<file path="src/rtl/bnn_sched_pkg.sv">
// Shared encodings and default sizing for the ECG BNN layer scheduler.
package bnn_sched_pkg;

  typedef enum logic [1:0] {
    IDLE   = 2'd0,
    LAUNCH = 2'd1,
    WAIT   = 2'd2,
    FINISH = 2'd3
  } state_t;

  localparam int unsigned NUM_LAYERS_DEF = 7;
  localparam int unsigned CLASS_W_DEF    = 5;
  localparam int unsigned LIDX_W_DEF     = 3;

  // Wide all-ones pattern; users slice it to their class width.
  localparam logic [31:0] CLASS_TIMEOUT = '1;

endpackage

</file>
<file path="src/rtl/bnn_sched_watchdog.sv">
// Per-layer WAIT cycle counter with terminal-count flag.
// Only instantiated when BNN_SCHED_WATCHDOG_EN is defined.
module bnn_sched_watchdog #(
  parameter int unsigned TIMEOUT_CYC = 1048576
) (
  input  logic clk,
  input  logic rst,
  input  logic in_wait,
  output logic expired
);

  localparam int unsigned CNT_W = (TIMEOUT_CYC > 2) ? $clog2(TIMEOUT_CYC) : 1;
  localparam logic [CNT_W-1:0] TERM = CNT_W'(TIMEOUT_CYC - 1);

  logic [CNT_W-1:0] cnt;

  // Held at zero outside WAIT, so it reads zero on the first WAIT cycle.
  always_ff @(posedge clk) begin
    if (rst || !in_wait) begin
      cnt <= '0;
    end else if (cnt != TERM) begin
      cnt <= cnt + CNT_W'(1);
    end
  end

  assign expired = in_wait && (cnt == TERM);

endmodule

</file>
<file path="src/rtl/bnn_layer_scheduler.sv">
// Top-level layer sequencer: edge-triggered run, start/done handshake per layer,
// ping-pong buffer select. Optional per-layer watchdog: BNN_SCHED_WATCHDOG_EN.
module bnn_layer_scheduler
  import bnn_sched_pkg::*;
#(
  parameter int unsigned NUM_LAYERS  = NUM_LAYERS_DEF,
  parameter int unsigned CLASS_W     = CLASS_W_DEF,
  parameter int unsigned LIDX_W      = LIDX_W_DEF,
  parameter int unsigned TIMEOUT_CYC = 1048576
) (
  input  logic               clk,
  input  logic               rst,
  input  logic               ecg_rd_done,
  output logic               layer_start,
  output logic [LIDX_W-1:0]  layer_idx,
  output logic               buf_sel,
  input  logic               layer_done,
  input  logic [CLASS_W-1:0] class_in,
  output logic               busy,
  output logic               done,
  output logic [CLASS_W-1:0] classout,
  output logic               timeout_err
);

  localparam logic [LIDX_W-1:0] LAST_IDX = LIDX_W'(NUM_LAYERS - 1);

  if (NUM_LAYERS < 1 || (64'd1 << LIDX_W) < 64'(NUM_LAYERS)) begin : g_bad_layers
    $error("bnn_layer_scheduler: NUM_LAYERS must be >= 1 and fit in LIDX_W bits");
  end
  if (TIMEOUT_CYC < 2) begin : g_bad_timeout
    $error("bnn_layer_scheduler: TIMEOUT_CYC must be >= 2");
  end

  state_t state;
  logic   ecg_hist;
  logic   trigger;

  assign trigger     = ecg_rd_done && !ecg_hist;
  assign layer_start = (state == LAUNCH);

`ifdef BNN_SCHED_WATCHDOG_EN
  logic wd_expired;

  bnn_sched_watchdog #(
    .TIMEOUT_CYC (TIMEOUT_CYC)
  ) u_watchdog (
    .clk     (clk),
    .rst     (rst),
    .in_wait (state == WAIT),
    .expired (wd_expired)
  );
`else
  assign timeout_err = 1'b0;
`endif

  always_ff @(posedge clk) begin
    if (rst) begin
      state     <= IDLE;
      ecg_hist  <= 1'b0;
      layer_idx <= '0;
      buf_sel   <= 1'b0;
      busy      <= 1'b0;
      done      <= 1'b0;
      classout  <= '0;
`ifdef BNN_SCHED_WATCHDOG_EN
      timeout_err <= 1'b0;
`endif
    end else begin
      ecg_hist <= ecg_rd_done;
      unique case (state)
        IDLE: begin
          if (trigger) begin
            state     <= LAUNCH;
            busy      <= 1'b1;
            done      <= 1'b0;
            layer_idx <= '0;
            buf_sel   <= 1'b0;
`ifdef BNN_SCHED_WATCHDOG_EN
            timeout_err <= 1'b0;
`endif
          end
        end
        LAUNCH: begin
          state <= WAIT;
        end
        WAIT: begin
          // layer_done takes priority over a watchdog expiry on the same cycle.
          if (layer_done) begin
            if (layer_idx == LAST_IDX) begin
              state <= FINISH;
            end else begin
              layer_idx <= layer_idx + LIDX_W'(1);
              buf_sel   <= ~buf_sel;
              state     <= LAUNCH;
            end
          end
`ifdef BNN_SCHED_WATCHDOG_EN
          else if (wd_expired) begin
            timeout_err <= 1'b1;
            done        <= 1'b1;
            busy        <= 1'b0;
            classout    <= CLASS_TIMEOUT[CLASS_W-1:0];
            state       <= IDLE;
          end
`endif
        end
        FINISH: begin
          classout <= class_in;
          done     <= 1'b1;
          busy     <= 1'b0;
          state    <= IDLE;
        end
        default: begin
          state <= IDLE;
        end
      endcase
    end
  end

endmodule

</file>
<file path="config.mk">
export PLATFORM = sky130hd
export DESIGN_NAME = bnn_layer_scheduler
export DESIGN_NICKNAME = d
export VERILOG_FILES = /design/src/rtl/bnn_sched_pkg.sv /design/src/rtl/bnn_sched_watchdog.sv /design/src/rtl/bnn_layer_scheduler.sv
export SDC_FILE = /design/constraint.sdc
export NUM_CORES = 1
export LEC_CHECK = 0
export CAP_MARGIN = 10
export CORE_MARGIN = 2
export CORE_UTILIZATION = 30
export DETAILED_ROUTE_END_ITERATION = 16
export DONT_BUFFER_PORTS = 1
export GPL_TIMING_DRIVEN = 0
export SYNTH_ARGS = -nofsm -noshare
export SYNTH_HDL_FRONTEND = slang
export SYNTH_SLANG_ARGS = --single-unit
</file>
<file path="constraint.sdc">
create_clock -name clk -period 1.4 [get_ports clk]
set_clock_uncertainty 0.15 [all_clocks]
set_input_delay 0.28 -clock clk [delete_from_list [all_inputs] [get_ports clk]]
set_output_delay 0.28 -clock clk [all_outputs]
set_load 0.005 [all_outputs]
</file>
==> impl_metrics.toml <==
[floorplanning]
row_count = 16
io-pin-count = 22
core_region_area_mm2 = 0.00192
start_util_pct = 31.3
fp.dieArea_mm2 = 0.00238
die_h_um = 48.7
fp.dieW_um = 48.7

[pwr]
ir_drop_mv = 0.388
p_per_area_mw_per_mm2 = 1080
static-leakage-power_nw = 0.282
p_total_uw = 804

[clock_tree]
cts_buffer_depth = 2
cts_root_buf = "clkbuf_4"
cts_tree = "built"
cts_buffers = 3
cts.clk_slew.worst_paths_ps = 90
clkSinkCount = 14
htreeDepth = 1
clk_latency_ps = 270

[routing]
wl_per_cell_um = 12.7
post-route-drc-count = 0
first_pass_iters = 3
antenna_left = 0
viasPerCell = 4.74
totalWireLength_um = 1340
vias = 502
drtIter0Drc = 8

[worst_hold_path]
min_from = "class_in[4]"
holdPathEnd = "classout[4]"
hold_path_class = "in2reg"
holdPathStages = 2

[layout]
drive_gt1_share_pct = 24.1
fin_util_pct = 38.9
nNetsFinal = 91
final_area_um2 = 747
diodes = 0
areaGrowthSynthToFinish_pct = 24.4

[timing]
finalMaxSlewViolations = 0
setup_ws_ps = -40.9
rsz0062_at_grt = "yes"
period_share_pct = 103
finalCriticalPeriod_ps = 1440
setup_viol = 1
whs_ps = 6.34
finalHoldViolCount = 0
max_freq_mhz = 694

[synth]
ys_async_sr_fraction_pct = 0
syn_nets = 81
synth_xor_xnor_area_share_pct = 0
yosys_most_used_dff = "dfxtp_1"
yosysWarnings = 0
yosysTopAreaCell = "dfxtp_1"
synthTopCellsByArea = "dfxtp_1 47%, a21oi_1 8.3%, nand2_1 5.6%, a211oi_1 5.0%, ha_1 4.2%"
synth_seq_area_share_pct = 46.7
netlist_top_cells_count = "14 x dfxtp_1, 10 x a21oi_1, 9 x nand2_1"
synthesis.area_um2 = 601
ys_seq_elements = 14
synth_top_family_by_area = "compound AO/OA/AOI/OAI gates"
synth_mux_area_share_pct = 0
syn_area_per_cell_um2 = 8.58
synth_simple_gate_area_share_pct = 18.8
synthCells = 70
yosysMostFrequentCell = "dfxtp_1"
synthAdderAreaFrac_pct = 4.17
synth_edf_count = 0
synth_top_area_share_pct = 46.7
synth-compound-area-share_pct = 23.3
synth_cell_types = 22

[global_routing]
track_usage_pct = 12.5
grt_max_degree = 11
gr-total-overflow = 0
grt_pass1_vias = 516
antenna_found_initial = 0
grt_first_pass_wirelength_um = 2300

[critical_path]
path_max_fanout = 5
crit_path_start_kind = "flip-flop"
cp-end-kind = "flip-flop"
reg2reg_depth = 3
rrSetupSlack_ps = -40
r2r-end = "layer_idx[2]"
crit_type = "reg2reg"
rr_startpoint = "state[1]"
arrival_ps = 1470
cp.required_ps = 1430

[run_status]
violations = "negative setup slack"
status = "finished, violations left"

[place]
io_buffers = 0
hpwlAfterDp_um = 915
place_area_um2 = 636
globalplace.congestion = 0.747

[run]
maxCapViolCount = 0
-- final cells by class --
class / instances / area [µm²]
Multi-Input combinational cell: 47 / 300
Sequential cell: 14 / 285
Timing Repair Buffer: 6 / 55.1
Fill cell: 214 / 1170
Buffer: 4 / 21.3
Tap cell: 27 / 33.8
Inverter: 4 / 15.0
Clock buffer: 4 / 36.3
-- routing by layer --
layer,part of all wire [%],track usage [%]
met5,0,0
met4,0,4.29
met3,5.8,4.63
met2,48,21.5
met1,46,14.1
-- repair_timing --
item / in CTS / in global routing
pin swaps: 1 / 0
gates resized for setup: 8 / 8
setup endpoints to repair: 11 / 13
endpoints found under the hold margin: 2 / 2
hold buffers: 3 / 2
buffers inserted: 2 / 0
-- layout by cell type, fill, tap and decap left out, drive strengths merged, types with 2 or more instances in the layout --
master	count
nor2b	4
a211oi	4
buf	5
dlygate4sd3	4
nor2	2
nand2	9
a21oi	10
dfxtp	14
o21a	2
inv	4
nand3	5
ha	2
clkbuf	5
-- critical path, stage by stage, from the launching register on --
cell     delay, ps
dfxtp_2        340
or3b_4         410
a221o_1        330
o211a_1        120
-- cells by family after synthesis --
group,after synthesis
and+or+nand+nor,23
AOI/OAI and AO/OA,21
DFF,14
buffers and inverters,9
adders and majority gates,2
other,1
-- flip-flops by register name, indices dropped and copies added, names as in the netlist --
name / flops
buf_sel: 1
busy: 1
done: 1
ecg_hist: 1
state: 2
classout: 5
layer_idx: 3
-- where the power goes --
group / total [mW] / switching [mW] / internal [mW]
logic: 0.0918 / 0.0478 / 0.0441
clock network: 0.291 / 0.133 / 0.158
registers: 0.421 / 0.0111 / 0.410
total: 0.804 / 0.192 / 0.612
-- stage by stage --
stage	TNS [ps]	cells	setup slack [ps]
2_1_floorplan	-133	70	-85.9
3_3_place_gp	-776	97	-144
3_5_place_dp	-745	97	-170
4_1_cts	-292	106	-110
5_1_grt	-367	106	-83.5
6_report	-40.9	106	-40.9
-- worst max path at each step --
| stage | to | startpoint | cells past startpoint |
|---|---|---|---|
| after floorplan | layer_idx[2] | state[1] | 4 |
| after global placement | buf_sel | layer_idx[0] | 5 |
| after detailed placement | layer_idx[1] | layer_idx[0] | 5 |
| after CTS | layer_idx[2] | state[1] | 4 |
| after global routing | layer_idx[2] | state[1] | 3 |
| final | layer_idx[2] | state[1] | 3 |
No activity file was read; power rests on OpenSTA's default activity.
